### config.mk
export PLATFORM = sky130hd
export DESIGN_NAME = inv_aes_loader
export DESIGN_NICKNAME = d
export VERILOG_FILES = /design/src/rtl/inv_aes_pkg.sv /design/src/rtl/byte_shreg128.sv /design/src/rtl/inv_aes_loader.sv
export SDC_FILE = /design/constraint.sdc
export NUM_CORES = 1
export LEC_CHECK = 0
export BUFFER_PORTS_ARGS = -buffer_cell sky130_fd_sc_hd__buf_2
export CAP_MARGIN = 0
export CORE_MARGIN = 3
export CORE_UTILIZATION = 43
export CTS_BUF_LIST = sky130_fd_sc_hd__clkbuf_8 sky130_fd_sc_hd__clkbuf_16
export CTS_CLUSTER_DIAMETER = 60
export DETAILED_ROUTE_END_ITERATION = 16
export SYNTH_ARGS = -nofsm -noshare
export SYNTH_HDL_FRONTEND = slang
export SYNTH_SLANG_ARGS = --single-unit
### constraint.sdc
create_clock -name clk -period 2.77 [get_ports clk]
set_clock_uncertainty 0.15 [all_clocks]
set_input_delay 0.277 -clock clk [delete_from_list [all_inputs] [get_ports clk]]
set_output_delay 0.277 -clock clk [all_outputs]
set_load 0.01 [all_outputs]
### src/rtl/inv_aes_pkg.sv
// Shared definitions for the inverse-AES block loader.
//   NBYTES  : bytes per cipher block
//   BLK_W   : block / key width in bits
//   CNT_W   : width of the saturating byte counters (0..16)
//   state_t : loader FSM states
package inv_aes_pkg;
  localparam int NBYTES = 16;
  localparam int BLK_W  = 128;
  localparam int CNT_W  = 5;

  typedef enum logic [1:0] {
    ST_IDLE = 2'd0,
    ST_RUN  = 2'd1,
    ST_GAP  = 2'd2
  } state_t;
endpackage

### src/rtl/byte_shreg128.sv
// MSB-first 16-byte assembly register with a saturating byte count.
//   clk, rst_n : clock, async active-low reset
//   i_shift    : write i_byte into the next free slot (ignored when full)
//   i_clr      : clear the count; together with i_shift it restarts the
//                register with i_byte as byte 0
//   i_byte     : incoming byte
//   o_data     : assembled block, byte 0 in [127:120]
//   o_full     : all 16 bytes present
module byte_shreg128
  import inv_aes_pkg::*;
(
  input  logic             clk,
  input  logic             rst_n,
  input  logic             i_clr,
  input  logic             i_shift,
  input  logic [7:0]       i_byte,
  output logic [BLK_W-1:0] o_data,
  output logic             o_full
);

  logic [CNT_W-1:0] r_cnt;
  logic [BLK_W-1:0] r_data;
  logic [6:0]       w_lsb;

  // Slot for byte n starts at bit (15-n)*8; ~cnt[3:0] is 15-n.
  assign w_lsb  = {~r_cnt[3:0], 3'b000};
  assign o_full = (r_cnt == CNT_W'(NBYTES));
  assign o_data = r_data;

  always_ff @(posedge clk or negedge rst_n) begin
    if (!rst_n) begin
      r_data <= '0;
      r_cnt  <= '0;
    end else if (i_shift && i_clr) begin
      // Restart: old contents dropped, new byte becomes byte 0.
      r_data <= {i_byte, {(BLK_W-8){1'b0}}};
      r_cnt  <= CNT_W'(1);
    end else if (i_shift && !o_full) begin
      r_data[w_lsb +: 8] <= i_byte;
      r_cnt              <= r_cnt + CNT_W'(1);
    end else if (i_clr) begin
      r_cnt <= '0;
    end
  end

endmodule

### src/rtl/inv_aes_loader.sv
// Byte-serial loader feeding a downstream inverse-AES core.
// Assembles a 128-bit key and 128-bit ciphertext blocks from a byte
// stream, presents them on key_in/data_in and holds en_inv_aes high until
// the core pulses aes_done. The data side is double-buffered: the next
// block fills a shadow register while the current one is being decrypted.
//   clk, reset   : clock, async active-low reset
//   byte_in      : key or ciphertext byte
//   byte_valid   : byte_in valid
//   byte_is_key  : byte_in is a key byte
//   byte_ready   : loader accepts byte_in this cycle
//   aes_done     : one-cycle strobe, current block finished
//   data_in      : ciphertext block to the core
//   key_in       : key to the core
//   en_inv_aes   : core enable (high in RUN)
//   busy         : high in RUN and GAP
//   err_key      : sticky, key byte offered while busy
module inv_aes_loader #(
  parameter int NBYTES  = 16,  // only 16 is supported
  parameter int GAP_CYC = 1    // 1..15 idle cycles between blocks
) (
  input  logic                  clk,
  input  logic                  reset,
  input  logic [7:0]            byte_in,
  input  logic                  byte_valid,
  input  logic                  byte_is_key,
  output logic                  byte_ready,
  input  logic                  aes_done,
  output logic [NBYTES*8-1:0]   data_in,
  output logic [NBYTES*8-1:0]   key_in,
  output logic                  en_inv_aes,
  output logic                  busy,
  output logic                  err_key
);
  import inv_aes_pkg::*;

  localparam logic [3:0] GAP_LAST = 4'(GAP_CYC - 1);

  state_t           r_state, w_next;
  logic [3:0]       r_gap_cnt;
  logic             w_load, w_busy;
  logic             w_key_shift, w_key_clr, w_dat_shift;
  logic             w_key_ok, w_dat_ok;
  logic [BLK_W-1:0] w_key_reg, w_dat_reg;

  assign w_busy     = (r_state != ST_IDLE);
  assign byte_ready = byte_is_key ? !w_busy : !w_dat_ok;

  assign w_key_shift = byte_valid & byte_is_key & !w_busy;
  // A key byte arriving on a complete key starts a new key.
  assign w_key_clr   = w_key_shift & w_key_ok;
  assign w_dat_shift = byte_valid & !byte_is_key & !w_dat_ok;

  byte_shreg128 u_key (
    .clk     (clk),
    .rst_n   (reset),
    .i_clr   (w_key_clr),
    .i_shift (w_key_shift),
    .i_byte  (byte_in),
    .o_data  (w_key_reg),
    .o_full  (w_key_ok)
  );

  // w_load needs dat_ok while a shift needs !dat_ok, so they never collide.
  byte_shreg128 u_dat (
    .clk     (clk),
    .rst_n   (reset),
    .i_clr   (w_load),
    .i_shift (w_dat_shift),
    .i_byte  (byte_in),
    .o_data  (w_dat_reg),
    .o_full  (w_dat_ok)
  );

  always_comb begin
    w_next = r_state;
    w_load = 1'b0;
    case (r_state)
      ST_IDLE: if (w_dat_ok && w_key_ok) begin
        w_next = ST_RUN;
        w_load = 1'b1;
      end
      ST_RUN:  if (aes_done) w_next = ST_GAP;
      ST_GAP:  if (r_gap_cnt == GAP_LAST) begin
        if (w_dat_ok) begin
          w_next = ST_RUN;
          w_load = 1'b1;
        end else begin
          w_next = ST_IDLE;
        end
      end
      default: w_next = ST_IDLE;
    endcase
  end

  always_ff @(posedge clk or negedge reset) begin
    if (!reset) begin
      r_state   <= ST_IDLE;
      r_gap_cnt <= '0;
      data_in   <= '0;
      key_in    <= '0;
      err_key   <= 1'b0;
    end else begin
      r_state   <= w_next;
      r_gap_cnt <= (r_state == ST_GAP) ? r_gap_cnt + 4'd1 : 4'd0;
      if (w_load) begin
        data_in <= w_dat_reg;
        key_in  <= w_key_reg;
      end
      if (byte_valid && byte_is_key && w_busy) err_key <= 1'b1;
    end
  end

  assign en_inv_aes = (r_state == ST_RUN);
  assign busy       = w_busy;

endmodule

Word level (Yosys, flattened, before mapping). Cells that the tools add are included.

Word-level logic and storage cells: 74. Bits of input ports: 13. Output and inout port bits: 260. Flip-flop bits (word level): 529.

Shift-type cells: 4. Equality and inequality tests: 7. Add/sub/neg operators: 5. Bitwise logic cells: 7. Reductions and logical operators: 19. Muxes and demuxes: 23.

Operator list (count): 128-bit 2-to-1 mux (4); 128-bit bitwise mux (2); 8-bit by 9-bit variable shift with 128-bit output, first input constant (2); 8-bit by 9-bit variable part select with 128-bit output (2); 5-bit 2-to-1 mux (6); 7-bit negator with 9-bit output (2); 5-bit by 1-bit adder with 5-bit output, second input constant (2); 5-bit equality test, second input constant (2); 4-bit inverter (2); 1-bit logical AND (7); 2-bit 2-to-1 mux (3); 2-bit inequality test, second input constant (3); 2-bit one-hot mux with 3 select lines (1); 2-bit nonzero test (3); 3-bit nonzero test (2); 1-bit AND (5); 1-bit 2-to-1 mux (5); 4-bit by 1-bit adder with 4-bit output, second input constant (1); 1-bit zero test (4); 4-bit zero test (1); 4-bit 2-to-1 mux (1); 3-bit AND reduction (1); 2-bit by 1-bit equality test with 1-bit output, second input constant (1); 2-bit equality test, second input constant (1); other kinds (2) (2).

Longest topological paths before layout. Gate-level depths: netlist of the first run.

Depth after elaboration: 7. Depth in mapped cells: 11. Gate-level depth less buffers: 6.

Hierarchy. A second synthesis of the first run with hierarchy kept.

Cell total of the unflattened synthesis: 1588. Area total of the unflattened synthesis: 21499.4 um2.

By module, submodules not included: inv_aes_loader (cells each 577, seq. area each 6581.3 um2, instances 1, area an instance 9935.8 um2); byte_shreg128 (u_key) (cells each 533, seq. area each 3328.2 um2, instances 1, area an instance 5833.1 um2); byte_shreg128 (u_dat) (cells each 478, seq. area each 3328.2 um2, instances 1, area an instance 5730.5 um2).

Least setup slack after synthesis of the first run. No wires, ideal clock.

Kind: flip-flop to flip-flop. Start point: reg u_dat.r_cnt[1]. End point: reg u_dat.r_data[100] (netlist: u_dat.o_data[100]). Slack: 0.229 ns. Cell stages (with the launch flop): 9. Setup time: 0.127 ns. Path buffers: 2. Period minus slack after synthesis: 2.541 ns. Data required time: 2.493 ns. Arrival time: 2.263 ns. Path through: dfrtp_1 clkbuf_1 inv_1 ha_1 nand4bb_1 nand3_1 or4b_1 clkbuf_1 mux2_1.

Cells in the longest elaborated chain, start to end: 6. Elaborated cells on any way between the ends: 18. Classes of those cells: add/sub (1); eq/ne (1); shift (2); mux (7); bitwise (2); reduce/logical (5).

Ends and longest elaborated chain: start, declared (line byte_shreg128.sv:21) `logic [CNT_W-1:0] r_cnt;`; start signal, assigned (line byte_shreg128.sv:40) `r_cnt <= r_cnt + CNT_W'(1);`; 4-bit inverter / 5-bit equality test (equally long branches) (line byte_shreg128.sv:26, byte_shreg128.sv:27); 7-bit negator with 9-bit output, or another cell as far along (line byte_shreg128.sv:39) `r_data[w_lsb +: 8] <= i_byte;`; 8-bit by 9-bit variable part select with 128-bit output, or another cell as far along (line byte_shreg128.sv:39); 128-bit bitwise mux / 1-bit one-hot mux with 2 select lines (equally long branches) (line byte_shreg128.sv:39, inv_aes_loader.sv:77); 128-bit 2-to-1 mux / 1-bit logical AND (equally long branches) (line byte_shreg128.sv:38, byte_shreg128.sv:34); 128-bit 2-to-1 mux / 2-bit nonzero test (equally long branches); end signal, assigned (line byte_shreg128.sv:36) `r_data <= {i_byte, {(BLK_W-8){1'b0}}};`; end signal, assigned by index (line byte_shreg128.sv:39); end, declared (line byte_shreg128.sv:22) `logic [BLK_W-1:0] r_data;`.

Parallel ways exist; a longest one is shown, timed or not. The select of a mux whose other input is x is not followed. A chain may end at the register's enable or synchronous reset.

Worst setup path after layout of the first run.
Start point: reg u_dat.r_cnt[0]. End point: reg data_in[49].

Cells in the longest elaborated chain, start to end: 4. Elaborated cells on any way between the ends: 6. Classes of those cells: eq/ne (1); mux (4); reduce/logical (1).

Ends and longest elaborated chain: 5-bit equality test (*) (line byte_shreg128.sv:27) `assign o_full = (r_cnt == CNT_W'(NBYTES));`; 1-bit 2-to-1 mux / 1-bit logical AND (equally long branches) (line inv_aes_loader.sv:84, inv_aes_loader.sv:78); 1-bit 2-to-1 mux, on equally long branches (line inv_aes_loader.sv:83, inv_aes_loader.sv:78); 1-bit one-hot mux with 2 select lines (*) (line inv_aes_loader.sv:77) `case (r_state)`; end signal, assigned (line inv_aes_loader.sv:106) `data_in <= w_dat_reg;`; end, declared (line inv_aes_loader.sv:28) `output logic [NBYTES*8-1:0] data_in,`.

Every way passes the cells marked *; elsewhere a longest branch is shown, timed or not.

==> metrics.txt, run 1 <==
status complete, no violations; Syn Area/Cell 14.5 um^2; period utilisation layout 95.1%; Initial Util 43.7%; routing usage on met1 28.0%; Synth top cells by count 529 x dfrtp_1, 306 x mux2_1, 91 x nand2_1; CTS Root Cell clkbuf_16; gr usage total 20.7%; Achievable Freq 380 MHz; area of the core 47800 um^2; Avg WL per Cell 22.0 um; Worst Max-Slew Pin Slew 762 ps; die extent in x 226 um; Most used DFF post-synth dfrtp_1; RSZ-0062 raised after global routing no; Gate Count Post-Synth 1439; Tot Pwr 19900 uW; met2 Track Usage GR 34.7%; vias in the first global route 13400; FF+latch count, synth 529; maxcap violations 0; DRC viols 0; Yosys warnings 0; Mapped Nets 1460; gr busiest metal met2; min Tclk post-route 2630 ps; Arrival @ worst endpoint 2950 ps; Hold Vio Cnt, Final 0; Power Dens Cells 798 nW/um^2; Hold Path Class input port to flop; hpwl dp 35000 um; Async S/R FF share, synth 100%; first-pass GRT wire length 81900 um; Vias 12900; Pre-antenna DRT Iters 5; r2r setup slk 140 ps; htree depth 2; Crit Path Class flop to flop; GP Congestion 0.844; Port Buffers 272; Resized cells post-CTS 0; antenna violations before repair 1; setup TNS 0 ps; CP Launch Type flop; max-slew violation count 0; Peak VDD IR 505 uV; share of post-route cells with drive strength above 1 26.1%; clock buffer depth 3; top-count cell post-synth dfrtp_1; sequential fraction of the synthesis area 63.4%; die area 51300 um^2; CTS Buf Count 57; clk sinks 529; Initial DRC Count 788; Via density 5.39; met3 usage 3.70%; grt ovf 0; Yosys cell types 67; CTS clock-pin slew for the worst setup and hold paths 60 ps; Post-Syn Area 20900 um^2; Lkg Pwr 0.0136 uW; Area growth syn-to-layout 19.4%; area leader, netlist dfrtp_1; Slew HR 49.0%; final wirelength 52800 um; count of final setup violators 0; Rows 80; Die Y 226 um; CTS tree yes; Worst EP required 3090 ps; insertion delay to the later sink of the worst-skew pair 600 ps; post-layout util 52.1%; largest net degree at the start of global routing 113; Synth top area share 63.4%; Post-synth EDFFs 0; critical-path maximum fanout 112; nature of the critical path endpoint flop; Nets 1760; io pins 273; post-route antenna net violation count 0; largest cells by area after synthesis dfrtp_1 63%, mux2_1 16%, a22o_1 2.8%, a32o_1 2.3%, nand2_1 1.6%
sequential cells by signal (all words and copies together) (netlist names):
register,flops
r_gap_cnt,4
u_dat.r_cnt,5
data_in,128
u_key.o_data,128
u_dat.o_data,128
key_in,128
u_key.r_cnt,5
err_key,1
r_state,2
metrics by stage:
step | setup slack (ps) | instances | area [um^2] | hold WS, ps
CTS | 181 | 2395 | 24900 | 14.2
global route | 42.0 | 2396 | 24900 | 35.2
finish | 137 | 2396 | 24900 | 44.9
floorplan | 229 | 1439 | 20900 | -169
global placement | 229 | 2286 | 23100 | 174
detailed placement | 200 | 2286 | 23100 | 176
power breakdown:
part | leakage, uW | total [uW] | switching, uW | internal, uW
Clock | 0.000962 | 7260 | 3010 | 4240
Combinational | 0.00537 | 2850 | 1500 | 1350
Sequential | 0.00723 | 9800 | 735 | 9070
worst paths after layout:
kind / cells past startpoint / end / from
worst max-delay path: 6 / data_in[49] / u_dat.r_cnt[0]
worst min-delay path: 3 / u_dat.o_data[57] / byte_in[1]
worst max register to register: 6 / data_in[49] / u_dat.r_cnt[0]
worst min register to register: 1 / data_in[25] / u_dat.o_data[25]
max in group asynchronous: 4 / data_in[13] / reset
min in group asynchronous: 2 / u_key.o_data[11] / reset
cell families (layout without fill, tap and decap cells):
logic type,count (synthesis),count (layout),synth area share (%)
multiplexers,370,370,19.9
XOR/XNOR,8,8,0.335
AND/OR/NAND/NOR,204,204,5.05
adder cells (fa/ha/maj),8,8,0.479
other,0,1,0
AO/OA/AOI/OAI,199,199,7.86
flip-flops,529,529,63.4
buffers and inverters,121,462,3.05
final cells by class:
type                    instances  area, um^2
fillers                      4124       22900
flip-flops and latches        529       13200
multi-input cells             789        7030
repair buffers                346        2050
clock buffers                  70        1610
well taps                     615         769
clock inverters                30         191
inverters                      16        60.1
diodes                          1        2.50
layout by cell type, fill, tap and decap left out, types with 13 or more instances in the layout:
cell	n
o2bb2ai_1	16
nand2_1	90
a32o_1	48
mux2_1	306
buf_4	57
nor2_1	19
inv_1	34
mux2_2	25
a22o_1	66
buf_2	271
o21ai_1	20
nor3_1	15
mux2i_1	33
clkbuf_8	13
clkbuf_16	57
dfrtp_1	529
what timing repair did:
action,4_1_cts,5_1_grt
hold buffers,9,0
hold endpoints to repair,105,0
setup buffers,0,0
layer usage:
layer,routed length (um),vias up
li1,-,5791
met3,2530,71
met2,25800,282
met5,0,-
met1,23300,6781
met4,1100,0
worst max-delay path, cell delays in order (launching register included):
cell and delay (ps):
dfrtp_1 420, inv_1 140, ha_1 200, nand4bb_1 260, or3_4 490, buf_12 230
mux2_1 440
No activity file was read; power rests on OpenSTA's default activity.
==> run 2: changes to the inputs <==
--- a/config.mk
+++ b/config.mk
@@ -5,6 +5,7 @@
 export SDC_FILE = /design/constraint.sdc
 export NUM_CORES = 1
 export LEC_CHECK = 0
+export ABC_AREA = 1
 export BUFFER_PORTS_ARGS = -buffer_cell sky130_fd_sc_hd__buf_2
 export CAP_MARGIN = 0
 export CORE_MARGIN = 3
@@ -15,3 +16,4 @@
 export SYNTH_ARGS = -nofsm -noshare
 export SYNTH_HDL_FRONTEND = slang
 export SYNTH_SLANG_ARGS = --single-unit
+export TNS_END_PERCENT = 5
==> run 2 against run 1 <==
Die area rose by 2.1%. Critical path depth up 5. Total power rose by 7.6%. First-iteration DRC count up 77%. Cell area rose by 2.1%. Sequential power up 0.6%. Setup slack improved by 8.6 ps. Core utilization decreased by 0.13 points. Critical path type is now input port to flop.
==> metrics.txt, run 2 <==
area of the core 49000 um^2 (+2.3%); count of final setup violators 0 (unchanged); vias in the first global route 16800 (+25%); Most used DFF post-synth dfrtp_1; die area 52300 um^2 (+2.1%); insertion delay to the later sink of the worst-skew pair 600 ps (about the same); maxcap violations 0 (unchanged); Die Y 229 um (+1.1%); Power Dens Cells 842 nW/um^2 (+5.5%); Yosys cell types 34 (-49%); min Tclk post-route 2620 ps (-8.56 ps); period utilisation layout 94.8% (-0.31 points); CTS Buf Count 56 (-1.8%); Post-synth EDFFs 0 (unchanged); io pins 273 (unchanged); largest cells by area after synthesis dfrtp_1 62%, nand2_1 19%, inv_1 2.8%, o21ai_0 2.7%, o21ai_1 2.3%; RSZ-0062 raised after global routing no; hpwl dp 41600 um (+19%); slowest CP cell dlygate4sd3_1; sequential fraction of the synthesis area 62.0% (-1.4 points); Initial Util 43.6% (-0.055 points); Worst Max-Slew Pin Slew 717 ps (-44.9 ps); status complete, no violations; largest net degree at the start of global routing 116 (+2.7%); first-pass GRT wire length 94200 um (+15%); htree depth 2 (unchanged); r2r setup slk 170 ps (+30 ps); Synth top cells by count 1069 x nand2_1, 529 x dfrtp_1, 160 x inv_1; Via density 4.96 (-8.0%); DRC viols 0 (unchanged); Min Hold Slack 83.6 ps (+38.8 ps); antenna violations before repair 2 (+1); Achievable Freq 381 MHz (+0.33%); nature of the critical path endpoint flop; final wirelength 59200 um (+12%); share of post-route cells with drive strength above 1 17.4% (-8.7 points); most common cell after layout, fill and taps aside nand2_1; CTS clock-pin slew for the worst setup and hold paths 60 ps (about the same); setup TNS 0 ps (unchanged); Initial DRC Count 1397 (+77%); gr usage total 22.6% (+1.8 points); CP max stage delay 600 ps (+110 ps); critical-path maximum fanout 20 (-82%); Arrival @ worst endpoint 3010 ps (+60 ps); Lkg Pwr 0.0142 uW (+4.6%); reg2reg start u_key.r_cnt[1]; Mapped Nets 2388 (+64%); Async S/R FF share, synth 100% (unchanged); CTS tree yes; Rows 81 (+1.3%); Pre-antenna DRT Iters 6 (+1); Syn Area/Cell 9.02 um^2 (-38%); most frequent CP cell nand2_1; max-slew violation count 0 (unchanged); clk sinks 529 (unchanged); Crit Path Class input port to flop; Critical Path Start byte_valid; clock buffer depth 3 (unchanged); Avg WL per Cell 17.6 um (-20%); Peak VDD IR 480 uV (-4.8%); crit-path cells dlygate4sd3_1 -> buf_2 -> nand2_1 -> dlygate4sd3_1 -> nor2_2 -> buf_4 -> o21ai_1 -> buf_4 -> nor2_1 -> nand2_1 -> nand2_1; GP Congestion 0.916 (+8.6%); Port Buffers 272 (unchanged); Gate Count Post-Synth 2367 (+64%); most frequent cells in the layout 1068 x nand2_1, 529 x dfrtp_1, 271 x buf_2; die extent in x 229 um (+1.1%); Synth top area share 62.0% (-1.4 points); Hold Path Class input port to async pin; CTS Root Cell clkbuf_16; Worst EP required 3160 ps (+70 ps); Vias 16700 (+29%); Hold Vio Cnt, Final 0 (unchanged); Area growth syn-to-layout 19.3%; WP buf/inv 5 (+3); area leader, netlist dfrtp_1; Worst Reg2Reg Path Length in Cells 8 (+2); Nets 2684 (+53%); post-route antenna net violation count 0 (unchanged); grt ovf 0 (unchanged); CP Launch Type input port; diodes inserted 0 (-1); Post-Syn Area 21300 um^2 (+2.2%); Slew HR 52.2% (+3.2 points); top-count cell post-synth nand2_1; Yosys warnings 0 (unchanged); family with the most delay on the worst path buffers and inverters; FF+latch count, synth 529 (unchanged); FF-to-FF End u_key.o_data[41]
==> run 2: cell families after synthesis <==
kind of cell | Yosys count | synth area share [%]
xor gates and xnor gates | 3 | 0.123
AOI/OAI and AO/OA | 258 | 6.34
adders and majority gates | 8 | 0.469
DFF | 529 | 62.0
and+or+nand+nor | 1310 | 25.2
buffers and inverters | 259 | 5.83
==> run 2: per-stage QoR <==
stage / total power, uW / utilization, % / setup slack, ps / cells / area (um^2)
floorplan: 12400 / - / 481 / 2367 / 21300
global placement: 13600 / 47.8 / 319 / 3256 / 23400
detailed placement: 13700 / 47.8 / 239 / 3256 / 23400
CTS: 21600 / 52.0 / 38.5 / 3371 / 25400
global route: 22600 / 52.0 / 4.30 / 3371 / 25500
finish: 21400 / 52.0 / 145 / 3371 / 25500
==> run 2: worst reg2reg max path, delay by kind of cell, from the launching register on <==
kind	cells	cell delay [ps]
compound gates	1	100
fa+ha+maj	1	340
buf+inv	3	560
flops	1	450
simple gates	3	910
==> run 2: cell type report <==
class	instances	area [um^2]
repair buffers	322	1900
multi-input cells	1579	6880
fillers	4566	23500
clock buffers	73	1650
flip-flops and latches	529	13200
clock inverters	29	285
inverters	175	668
well taps	664	831
==> run 2: how the worst max path moves through the flow <==
stage | end | slack (ps) | cells after the start
floorplan | u_dat.o_data[111] | 480 | 9
global placement | u_dat.o_data[127] | 320 | 9
detailed placement | u_dat.o_data[118] | 240 | 9
CTS | u_key.o_data[98] | 40 | 11
global route | u_key.o_data[67] | 4 | 11
finish | u_key.o_data[67] | 150 | 11
==> run 2: report_power, final <==
part / switching (uW) / internal [uW]
logic: 2710 / 1120
registers: 709 / 9150
clock network: 3120 / 4630
total: 6530 / 14900
==> run 2: what timing repair did <==
action                                 CTS  global route
setup buffers                            0             0
endpoints found under the hold margin  126             0
resized for setup                        0             4
setup endpoints to repair                0            13
hold buffers                            13             0
==> run 2: routing by layer <==
layer | part of all wire, % | vias up | wire length [um] | global-route usage [%]
met4 | 2.4 | 2 | 1420 | 6.00
li1 | - | 8058 | - | -
met1 | 47 | 8135 | 27600 | 32.7
met5 | 0.012 | - | 7 | 0
met3 | 5.9 | 100 | 3520 | 5.06
met2 | 45 | 427 | 26600 | 34.6
==> run 3: changes to the inputs <==
--- a/config.mk
+++ b/config.mk
@@ -6,7 +6,7 @@
 export NUM_CORES = 1
 export LEC_CHECK = 0
 export ABC_AREA = 1
-export BUFFER_PORTS_ARGS = -buffer_cell sky130_fd_sc_hd__buf_2
+export BUFFER_PORTS_ARGS = -buffer_cell sky130_fd_sc_hd__buf_4
 export CAP_MARGIN = 0
 export CORE_MARGIN = 3
 export CORE_UTILIZATION = 43
==> constraint.sdc (replaced) <==
create_clock -name clk -period 2.9 [get_ports clk]
set_clock_uncertainty 0.15 [all_clocks]
set_input_delay 0.29 -clock clk [delete_from_list [all_inputs] [get_ports clk]]
set_output_delay 0.29 -clock clk [all_outputs]
set_load 0.01 [all_outputs]
==> run 3 against run 2 <==
Critical path depth decreased by 4. Sequential share of layout area fell by 1.1 points. First-iteration DRC count decreased by 3.9%. Combinational power decreased by 4%. Cell count shrank 0.24%.
==> metrics.txt, run 3 (synthesized netlist as in run 2, its figures left out) <==
status complete, no violations; grt ovf 0 (unchanged); critical-path maximum fanout 7 (-65%); Arrival @ worst endpoint 2290 ps (-720 ps); antenna violations before repair 2 (unchanged); Area growth syn-to-layout 22.0%; Initial DRC Count 1342 (-3.9%); CTS Buf Count 57 (+1.8%); nature of the critical path endpoint output port; Hold Vio Cnt, Final 0 (unchanged); post-route antenna net violation count 0 (unchanged); Peak VDD IR 533 uV (+11%); htree depth 2 (unchanged); CTS Root Cell clkbuf_16; Slew HR 47.0% (-5.2 points); first-pass GRT wire length 94800 um (+0.62%); io pins 273 (unchanged); vias in the first global route 16700 (-0.65%); die area 52300 um^2 (unchanged); final wirelength 59500 um (+0.56%); max-slew violation count 0 (unchanged); Worst Hold Launch byte_is_key; RSZ-0062 raised after global routing no; Rows 81 (unchanged); CTS clock-pin slew for the worst setup and hold paths 60 ps (about the same); most common cell after layout, fill and taps aside nand2_1; count of final setup violators 0 (unchanged); Power Dens Cells 781 nW/um^2 (-7.2%); Pre-antenna DRT Iters 5 (-1); Tot Pwr 20300 uW (-5.1%); min Tclk post-route 2730 ps; period utilisation layout 94.0%; Die Y 229 um (unchanged); Achievable Freq 367 MHz; Avg WL per Cell 17.7 um (+0.80%); CTS tree yes; GP Congestion 0.878 (-4.2%); Hold Path Class input port to flop; hpwl dp 41500 um (-0.29%); Nets 2675 (-0.34%); Lkg Pwr 0.0141 uW (-0.43%); Crit Path Class flop to output port; CP Launch Type flop; Worst Max-Slew Pin Slew 795 ps (+78.4 ps); Port Buffers 272 (unchanged); most frequent cells in the layout 1067 x nand2_1, 529 x dfrtp_1, 289 x buf_4; clock buffer depth 3 (unchanged); reg2reg start u_key.r_cnt[1]; Vias 16700 (+0.060%); DRC viols 0 (unchanged); Initial Util 43.6% (unchanged); Critical Path Start u_dat.r_cnt[1]; largest net degree at the start of global routing 165 (+42%); clk sinks 529 (unchanged); Via density 4.98 (+0.30%); maxcap violations 0 (unchanged); die extent in x 229 um (unchanged); insertion delay to the later sink of the worst-skew pair 600 ps (about the same); gr usage total 22.7% (+0.13 points); Worst EP required 2460 ps (-700 ps); share of post-route cells with drive strength above 1 16.9% (-0.50 points); setup TNS 0 ps (unchanged); area of the core 49000 um^2 (unchanged)
==> run 3: per-stage QoR <==
step | setup WS, ps | cells | util (%) | hold WS [ps] | instance area, um^2
6_report | 174 | 3363 | 53.2 | 38.0 | 26000
5_1_grt | 14.2 | 3362 | 53.2 | 59.5 | 26000
4_1_cts | 161 | 3362 | 53.1 | 12.0 | 26000
3_5_place_dp | 213 | 3247 | 49.0 | 191 | 24000
3_3_place_gp | 259 | 3247 | 49.0 | 189 | 24000
2_1_floorplan | 611 | 2367 | - | -156 | 21300
==> run 3: repair_timing <==
action	4_1_cts	5_1_grt
resized for setup	0	6
hold buffers	12	0
buffers inserted	0	0
endpoints found under the setup margin	0	85
hold endpoints to repair	103	0
==> run 3: where the power goes <==
group | internal, uW | switching, uW
registers | 8740 | 696
clock network | 4300 | 2940
logic | 1090 | 2570
total | 14100 | 6210
==> run 3: final cells by class <==
type	count	area, um^2
tap	664	831
antenna	1	2.50
multi-input combinational	1579	6880
sequential	529	13200
inverter	175	674
clock buffer	75	1670
timing repair buffer	312	2510
clock inverter	28	223
fill	4603	22900
==> run 3: worst max-delay path, stage by stage (launching register included) <==
cell	delay, ps
dfrtp_1	450
inv_1	80
ha_1	250
nand2_1	130
nor3_4	50
buf_4	150
o21ai_0	370
buf_4	210
==> run 3: path summary, 6_finish.rpt <==
check | slack [ps] | depth (start not counted) | end
worst max-delay path | 170 | 7 | byte_ready
worst max register to register | 270 | 9 | data_in[12]
worst min register to register | 320 | 2 | key_in[17]
min in group asynchronous | 150 | 2 | key_in[50]
worst min-delay path | 40 | 4 | u_dat.o_data[31]
max in group asynchronous | 1530 | 3 | data_in[51]
==> run 3: layer usage <==
metal,vias up,share of wire [%],GRT usage [%]
met3,78,6.6,4.99
li1,8034,-,-
met1,8163,46,32.3
met4,2,1.9,5.51
met2,455,46,35.8
met5,-,0.012,0
